**src/rtl/spi_pkg.sv**
```systemverilog
// rtl/spi_pkg.sv - Shared state and mode types for the SPI master
package spi_pkg;

    typedef enum logic [1:0] {
        IDLE,
        LEAD,
        XFER,
        TRAIL
    } spi_state_t;

    typedef struct packed {
        logic cpol;
        logic cpha;
        logic lsb_first;
    } spi_mode_t;

endpackage

```
**src/rtl/spi_clkgen.sv**
```systemverilog
// rtl/spi_clkgen.sv - SCLK divider: tick every DIV cycles, leading/trailing edge flags, sclk register
module spi_clkgen #(
    parameter int DIV = 4
) (
    input  logic clock,
    input  logic reset,
    input  logic start,
    input  logic run,
    input  logic toggle,
    input  logic cpol,
    output logic edge_tick,
    output logic lead,
    output logic trail,
    output logic sclk
);

    localparam int CW = $clog2(DIV + 1);

    logic [CW-1:0] cnt_q, cnt_d;
    logic          sclk_q, sclk_d;

    assign edge_tick = run && (cnt_q == CW'(DIV - 1));
    // A toggle away from the idle level is a leading edge.
    assign lead      = (sclk_q == cpol);
    assign trail     = ~lead;
    assign sclk      = sclk_q;

    always_comb begin
        cnt_d  = cnt_q + CW'(1);
        sclk_d = sclk_q;
        if (!run || edge_tick) begin
            cnt_d = '0;
        end
        if (start) begin
            sclk_d = cpol;
        end else if (toggle) begin
            sclk_d = ~sclk_q;
        end
    end

    always_ff @(posedge clock) begin
        if (reset) begin
            cnt_q  <= '0;
            sclk_q <= 1'b0;
        end else begin
            cnt_q  <= cnt_d;
            sclk_q <= sclk_d;
        end
    end

endmodule

```
**src/rtl/spi_master_multi.sv**
```systemverilog
// rtl/spi_master_multi.sv - Full-duplex SPI master, all CPOL/CPHA modes, selectable bit order, one-hot active-low selects
module spi_master_multi
    import spi_pkg::*;
#(
    parameter int DATA_W = 64,
    parameter int NUM_SS = 4,
    parameter int DIV    = 4,
    parameter int SEL_W  = (NUM_SS > 1) ? $clog2(NUM_SS) : 1
) (
    input  logic              clock,
    input  logic              reset,
    input  logic              tx_valid,
    output logic              tx_ready,
    input  logic [DATA_W-1:0] tx_data,
    input  logic [SEL_W-1:0]  tx_sel,
    input  logic              cpol,
    input  logic              cpha,
    input  logic              lsb_first,
    output logic              rx_valid,
    output logic [DATA_W-1:0] rx_data,
    output logic              busy,
    output logic              sclk,
    output logic              mosi,
    input  logic              miso,
    output logic [NUM_SS-1:0] ss_n
);

    localparam int            BW       = $clog2(2 * DATA_W + 1);
    localparam logic [BW-1:0] LAST_TOG = BW'(2 * DATA_W - 1);

    spi_state_t        state_q, state_d;
    spi_mode_t         mode_q, mode_d;
    logic [BW-1:0]     tog_q, tog_d;
    logic [DATA_W-1:0] tx_sh_q, tx_sh_d;
    logic [DATA_W-1:0] rx_sh_q, rx_sh_d;
    logic [DATA_W-1:0] rx_data_q, rx_data_d;
    logic              rx_valid_q, rx_valid_d;
    logic              mosi_q, mosi_d;
    logic [NUM_SS-1:0] ss_n_q, ss_n_d;
    logic [NUM_SS-1:0] sel_ss_n;
    logic              accept, edge_tick, lead, trail;
    logic              do_shift, do_sample;

    assign accept   = tx_valid && (state_q == IDLE);
    assign tx_ready = (state_q == IDLE);
    assign busy     = ~tx_ready;
    assign rx_valid = rx_valid_q;
    assign rx_data  = rx_data_q;
    assign mosi     = mosi_q;
    assign ss_n     = ss_n_q;

    spi_clkgen #(.DIV(DIV)) u_clkgen (
        .clock     (clock),
        .reset     (reset),
        .start     (accept),
        .run       (state_q != IDLE),
        .toggle    (edge_tick && (state_q == XFER)),
        .cpol      (accept ? cpol : mode_q.cpol),
        .edge_tick (edge_tick),
        .lead      (lead),
        .trail     (trail),
        .sclk      (sclk)
    );

    // Out-of-range selects decode to no active line; the frame still runs.
    always_comb begin
        sel_ss_n = '1;
        for (int i = 0; i < NUM_SS; i++) begin
            if (int'(tx_sel) == i) begin
                sel_ss_n[i] = 1'b0;
            end
        end
    end

    always_comb begin
        state_d    = state_q;
        mode_d     = mode_q;
        tog_d      = tog_q;
        tx_sh_d    = tx_sh_q;
        rx_sh_d    = rx_sh_q;
        rx_data_d  = rx_data_q;
        rx_valid_d = 1'b0;
        mosi_d     = mosi_q;
        ss_n_d     = ss_n_q;
        do_shift   = 1'b0;
        do_sample  = 1'b0;

        case (state_q)
            IDLE: begin
                if (tx_valid) begin
                    state_d          = LEAD;
                    mode_d.cpol      = cpol;
                    mode_d.cpha      = cpha;
                    mode_d.lsb_first = lsb_first;
                    tx_sh_d          = tx_data;
                    tog_d            = '0;
                    mosi_d           = lsb_first ? tx_data[0] : tx_data[DATA_W-1];
                    ss_n_d           = sel_ss_n;
                end
            end
            LEAD: begin
                if (edge_tick) begin
                    state_d = XFER;
                end
            end
            XFER: begin
                if (edge_tick) begin
                    tog_d = tog_q + BW'(1);
                    if (tog_q == LAST_TOG) begin
                        state_d = TRAIL;
                    end
                    // CPHA=1 already shows bit 0 from LEAD, so its first leading edge does not shift.
                    if (mode_q.cpha) begin
                        do_shift  = lead && (tog_q != '0);
                        do_sample = trail;
                    end else begin
                        do_shift  = trail && (tog_q != LAST_TOG);
                        do_sample = lead;
                    end
                end
            end
            TRAIL: begin
                if (edge_tick) begin
                    state_d    = IDLE;
                    ss_n_d     = '1;
                    rx_valid_d = 1'b1;
                    rx_data_d  = rx_sh_q;
                    mosi_d     = 1'b0;
                end
            end
            default: state_d = IDLE;
        endcase

        if (do_shift) begin
            tx_sh_d = mode_q.lsb_first ? (tx_sh_q >> 1) : (tx_sh_q << 1);
            mosi_d  = mode_q.lsb_first ? tx_sh_d[0] : tx_sh_d[DATA_W-1];
        end
        if (do_sample) begin
            rx_sh_d = mode_q.lsb_first ? {miso, rx_sh_q[DATA_W-1:1]}
                                       : {rx_sh_q[DATA_W-2:0], miso};
        end
    end

    always_ff @(posedge clock) begin
        if (reset) begin
            state_q    <= IDLE;
            mode_q     <= '0;
            tog_q      <= '0;
            tx_sh_q    <= '0;
            rx_sh_q    <= '0;
            rx_data_q  <= '0;
            rx_valid_q <= 1'b0;
            mosi_q     <= 1'b0;
            ss_n_q     <= '1;
        end else begin
            state_q    <= state_d;
            mode_q     <= mode_d;
            tog_q      <= tog_d;
            tx_sh_q    <= tx_sh_d;
            rx_sh_q    <= rx_sh_d;
            rx_data_q  <= rx_data_d;
            rx_valid_q <= rx_valid_d;
            mosi_q     <= mosi_d;
            ss_n_q     <= ss_n_d;
        end
    end

endmodule

```
**config.mk**
```make
export PLATFORM = sky130hd
export DESIGN_NAME = spi_master_multi
export DESIGN_NICKNAME = d
export VERILOG_FILES = /design/src/rtl/spi_pkg.sv /design/src/rtl/spi_clkgen.sv /design/src/rtl/spi_master_multi.sv
export SDC_FILE = /design/constraint.sdc
export NUM_CORES = 1
export LEC_CHECK = 0
export ABC_CLOCK_PERIOD_IN_PS = 3400
export CAP_MARGIN = 10
export CORE_MARGIN = 2
export CORE_UTILIZATION = 40
export DETAILED_ROUTE_END_ITERATION = 8
export PLACE_DENSITY = 0.65
export SYNTH_ARGS = -nofsm -noshare
export SYNTH_HDL_FRONTEND = slang
export SYNTH_SLANG_ARGS = --single-unit
```
**constraint.sdc**
```tcl
create_clock -name clock -period 3.4 [get_ports clock]
set_clock_uncertainty 0.15 [all_clocks]
set_input_delay 0.34 -clock clock [delete_from_list [all_inputs] [get_ports clock]]
set_output_delay 0.34 -clock clock [all_outputs]
set_load 0.1 [all_outputs]
```
# --- Word-level counts from Yosys, hierarchy flattened ---
# Index checks and enable logic that the tools add are counted.
totals:
  out_inout_bits: 73
  ff_bits: 215
  in_bits: 73
  wordCells: 99
classes:
  mux: 37
  n_reduce_logical: 26
  n_addsub: 2
  n_bitwise: 4
  n_eq_ne: 17
op_table:
  columns: ["op", "n"]
  rows:
  - ["64-bit 2-to-1 mux", 5]
  - ["1-bit 2-to-1 mux", 19]
  - ["8-bit 2-to-1 mux", 2]
  - ["8-bit one-hot mux with 2 select lines", 1]
  - ["2-bit nonzero test", 6]
  - ["2-bit 2-to-1 mux", 5]
  - ["3-bit AND reduction", 3]
  - ["8-bit by 1-bit adder with 8-bit output (second input constant)", 1]
  - ["2-bit == test (second input constant)", 4]
  - ["8-bit by 7-bit == test with 1-bit output (second input constant)", 1]
  - ["4-bit 2-to-1 mux", 2]
  - ["2-bit inequality test (second input constant)", 4]
  - ["8-bit by 7-bit inequality test with 1-bit output (second input constant)", 1]
  - ["2-bit one-hot mux with 4 select lines", 1]
  - ["4-bit one-hot mux with 2 select lines", 1]
  - ["8-bit nonzero test", 1]
  - ["2-bit AND reduction", 3]
  - ["1-bit logical AND", 5]
  - ["5-bit AND reduction", 1]
  - ["2-bit by 1-bit == test with 1-bit output (second input constant)", 2]
  - ["2-bit zero test", 2]
  - ["1-bit NOT", 4]
  - ["2-bit OR reduction", 2]
  - ["3-bit by 1-bit adder with 3-bit output (second input constant)", 1]
  - ["9 further kinds", 9]

# --- Depth between registers and ports, before layout ---
logic_depth:
  word_depth: 11
  mapped_depth: 10
  depth_no_buf: 7

# --- Hierarchy ---
# A second synthesis with hierarchy kept.
unflattened:
  hier_cells: 1144
  hier_area_um2: 10821.6
by_module_without_submodules:
  columns: ["mod", "n_inst", "seq_area_each_um2", "area_per_inst_um2", "cells_each"]
  rows:
  - ["spi_master_multi", 1, 4224.1, 10642.7, 1125]
  - ["spi_clkgen", 1, 80.1, 178.9, 19]

# --- Least setup slack after synthesis ---
# OpenSTA, ideal clock, no wires.
synth_path:
  path_kind: "register to register"
  from: "register state_q[0]"
  to: "register tx_sh_q[10]"
  stages_incl_launch_ff: 10
  period_less_slack_ns: 3.128
  t_required_ns: 3.134
  arrival_ns: 2.862
  slack_ns: 0.272
  setup_time_ns: 0.116
  n_path_buf: 2
  cell_sequence: "dfxtp_1 inv_1 ha_1 nand3_1 and3_1 or4b_4 and2_4 buf_6 buf_6 o211a_1"
synth_between:
  elab_chain_len: 11
  elab_cells_between_ends: 17
  classes_between: "eq/ne: 2; mux: 5; bitwise: 1; reduce/logical: 9"
synth_rtl:
  columns: ["element", "line_no", "source"]
  rows:
  - ["start, declared", "spi_master_multi.sv:31", "spi_state_t state_q, state_d;"]
  - ["start signal, assigned", "spi_master_multi.sv:156", "state_q <= state_d;"]
  - ["2-bit zero test (*)", null, null]
  - ["net tx_ready", "spi_master_multi.sv:13", "output logic tx_ready,"]
  - ["1-bit logical AND", "spi_master_multi.sv:44", "assign accept = tx_valid && (state_q == IDLE);"]
  - ["1-bit 2-to-1 mux", "spi_master_multi.sv:58", ".cpol (accept ? cpol : mode_q.cpol),"]
  - ["1-bit == test", "spi_clkgen.sv:24", "assign lead = (sclk_q == cpol);"]
  - ["1-bit NOT", "spi_clkgen.sv:25", "assign trail = ~lead;"]
  - ["1-bit logical AND", "spi_master_multi.sv:117", "do_shift = trail && (tog_q != LAST_TOG);"]
  - ["1-bit 2-to-1 mux", "spi_master_multi.sv:113", "if (mode_q.cpha) begin"]
  - ["1-bit 2-to-1 mux", "spi_master_multi.sv:107", "if (edge_tick) begin"]
  - ["1-bit 2-to-1 mux", "spi_master_multi.sv:88", "case (state_q)"]
  - ["2-bit nonzero test (no line)", null, null]
  - ["2-bit AND reduction (no line)", null, null]
  - ["end signal, assigned", "spi_master_multi.sv:159", "tx_sh_q <= tx_sh_d;"]
  - ["end, declared", "spi_master_multi.sv:34", "logic [DATA_W-1:0] tx_sh_q, tx_sh_d;"]
# The timed path passes the listed nets; every way through them passes the cells marked *.
# A chain may end at the register's enable or synchronous reset.

# --- Worst setup path in the final report ---
layout_path:
  from: "register state_q[1]"
  to: "register mosi_q, in the netlist mosi"
layout_between:
  elab_chain_len: 11
  elab_cells_between_ends: 20
  classes_between: "eq/ne: 5; mux: 6; bitwise: 1; reduce/logical: 8"
layout_rtl:
  columns: ["element", "line_no", "source"]
  rows:
  - ["2-bit zero test", "spi_master_multi.sv:44, spi_master_multi.sv:88", null]
  - ["1-bit logical AND", "spi_master_multi.sv:44", null]
  - ["1-bit 2-to-1 mux", "spi_master_multi.sv:58", null]
  - ["1-bit == test", "spi_clkgen.sv:24", null]
  - ["1-bit NOT", "spi_clkgen.sv:25", null]
  - ["1-bit logical AND", "spi_master_multi.sv:117", null]
  - ["1-bit 2-to-1 mux", "spi_master_multi.sv:113", null]
  - ["1-bit 2-to-1 mux", "spi_master_multi.sv:107", null]
  - ["1-bit 2-to-1 mux", "spi_master_multi.sv:88", null]
  - ["3-bit inequality test (no line) (tied with other cells)", null, null]
  - ["3-bit AND reduction (no line)", null, null]
  - ["end signal, assigned", "spi_master_multi.sv:163", "mosi_q <= mosi_d;"]
  - ["end, declared", "spi_master_multi.sv:38", "logic mosi_q, mosi_d;"]
# Several ways; a longest one is shown, not always the timed one.

==> reports/qor.csv <==
metric,value,unit
status,completed,
Post-Layout Inst Area,12300,um^2
Ant. Diodes,0,
clock sink total,215,
Yosys cell types,42,
Post-CTS Setup Repair Bufs,0,
grt ovf,0,
drt first pass iters,5,
"critical path fanouts, max",65,
syn_area_per_cell,8.74,um^2
Area contributors post-synth,"dfxtp_1 43%, mux2_2 7.0%, a21oi_1 6.8%, mux2i_1 6.7%, o211a_1 6.2%",
max_cap viols,0,
Total GRT Usage,0.184,
cell taking the most area after synthesis,dfxtp_1,
Worst EP required,3.61,ns
core box area,24400,um^2
GPL Wtd Cong,0.735,
ANT nets after route,0,
CP Cell Sequence,"inv_1, ha_1, a21bo_2, and3_1, or4b_4, buf_4, a221oi_1, a211oi_1",
Worst-Margin Slew,1.05,ns
vias in the first global route,8097,
Hold Path Depth,2,
Slew headroom,0.297,
vias per cell,5.44,
Tmin final,2.82,ns
Starting Density,0.409,
largest net degree at the start of global routing,68,
CTS tree,built,
number of gates resized after cts,0,
I/O Buffers,145,
Mapped Nets,1224,
DP HPWL,15000,um
"Arr. time, crit path",3.03,ns
"EDFF count, synth",0,
Hold Fails Final Rpt,0,
critical path capture point type,flip-flop,
maximum buffer depth of the clock tree,3,
FMAX,0.354,GHz
H-tree depth reported by CTS,1,
Max rail drop VDD,0.305,mV
startpoint types,flip-flop,
Syn Inst Count,1142,
initial DRC count,539,
# fillers,2300,
WL/cell,16.3,um
# rows,57,
Post-synth ARST share,0,
"leading cell types in the layout, fill and taps excluded","214 x dfxtp_1, 144 x nor2_1, 143 x nand2_1",
synthesized cell area,9980,um^2
Routed Wire Length,25300,um
R2R cell count,8,
flop-to-flop setup slack,0.58,ns
CP peak stage delay,0.52,ns
WS Path Type,flip-flop to flip-flop,
main flop type after synthesis,dfxtp_1,
LEAKAGE,4.56,nW
Slew Limit Fails,0,
vias,8468,
TNS Setup,0,ns
slowest CP cell,or4b_4,
area grow syn2layout,23.4,%
initial antenna violation count,0,
layout cell share with drive strength beyond 1,0.108,
"commonest non-fill, non-tap cell in the layout",dfxtp_1,
die area,26200,um^2
drt drc,0,
Worst Hold Class,input pin to flip-flop,
cts bufs inserted,24,
Die H,162,um
CTS Root Cell,clkbuf_16,
Power Density,630,nW/um^2
Post-CTS Hold Fix Bufs,0,
I/O pin count,146,
unrepaired setup endpoints after global routing,false,
Layout Nets,1298,
worst skew pair latency,0.52,ns
post-synthesis sequential area ratio,0.431,
die extent in x,162,um
final period utilization,0.830,
global-route wire length before repair,41200,um
area post-placement,11500,um^2
synthesized flop and latch total,215,
top-area cell type share of the netlist area,0.431,
Worst-path clk slew,0.06,ns
final setup violation count,0,
synth warn,0,
per-stage QoR:
stage | power, mW | hold WS, ns | setup WS, ns | util | cells
detailed placement | 5.22 | 0.278 | 0.418 | 0.472 | 1514
global route | 8.16 | 0.139 | 0.394 | 0.505 | 1557
floorplan | 4.71 | 0.258 | 0.272 | - | 1142
finish | 7.76 | 0.125 | 0.579 | 0.505 | 1557
global placement | 5.17 | 0.270 | 0.452 | 0.472 | 1514
CTS | 7.82 | 0.110 | 0.563 | 0.505 | 1557
cells in the mapped netlist, types with 4 or more instances:
cell type / n
dfxtp_1: 215
nand2_1: 145
nor2_1: 144
a21oi_1: 135
clkbuf_1: 88
mux2i_1: 67
a211oi_1: 65
mux2_2: 62
o211a_1: 62
a31oi_1: 61
inv_1: 10
buf_1: 9
ha_1: 9
o21ai_0: 7
buf_6: 6
buf_2: 5
buf_4: 5
nor4b_1: 5
and2_1: 4
xnor2_1: 4
report_power, final:
group,leakage [nW],total [mW],switching [mW],internal [mW]
Clock,0.382,2.58,1.05,1.53
Sequential,1.75,3.00,0.228,2.78
Combinational,2.43,2.18,1.23,0.946
cell type report:
| type | count | area (um^2) | share of cell area |
|---|---|---|---|
| clock buffer | 37 | 719 | 0.0584 |
| clock inverter | 6 | 71.3 | 0.00579 |
| inverter | 10 | 37.5 | 0.00305 |
| multi-input combinational | 804 | 5170 | 0.420 |
| sequential | 215 | 4310 | 0.350 |
| tap | 324 | 405 | 0.0329 |
| timing repair buffer | 161 | 1600 | 0.130 |
cell families after synthesis:
| family | Yosys count | synth area share |
|---|---|---|
| DFF | 215 | 0.431 |
| adders and majority gates | 9 | 0.0113 |
| xor gates and xnor gates | 8 | 0.00840 |
| muxes | 129 | 0.137 |
| buffers and inverters | 123 | 0.0533 |
| and+or+nand+nor | 317 | 0.129 |
| AOI/OAI and AO/OA | 341 | 0.230 |
flip-flops by register name, summed over array words and instances, names as in the netlist:
signal          cells
mode_q              3
mosi                1
rx_data            64
rx_sh_q            64
rx_valid            1
ss_n                4
state_q             2
tog_q               8
tx_sh_q            64
u_clkgen.cnt_q      3
u_clkgen.sclk       1
final timing paths:
kind | start | end
setup reg to reg | state_q[1]$_SDFFE_PP0P_ | mosi$_SDFFE_PP0P_
setup / recovery | state_q[1]$_SDFFE_PP0P_ | mosi$_SDFFE_PP0P_
hold / removal | reset | rx_data[27]$_SDFFE_PP0P_
hold reg to reg | u_clkgen.cnt_q[0]$_SDFF_PP0_ | u_clkgen.cnt_q[0]$_SDFF_PP0_
critical path: cells and delay by family, from the launching register on:
kind | cells | cell delay [ns]
adder cells (fa/ha/maj) | 1 | 0.23
buffers and inverters | 2 | 0.45
flip-flops | 1 | 0.38
AND/OR/NAND/NOR | 2 | 0.73
AO/OA/AOI/OAI | 3 | 0.68
routing by layer:
metal / up-vias / part of all wire / track usage
met5: - / 0 / 0
met4: 0 / 0.017 / 0.0370
met3: 33 / 0.057 / 0.0368
met2: 192 / 0.45 / 0.297
met1: 4023 / 0.48 / 0.255
li1: 4220 / - / -
Power figures use the tool's default switching activity.
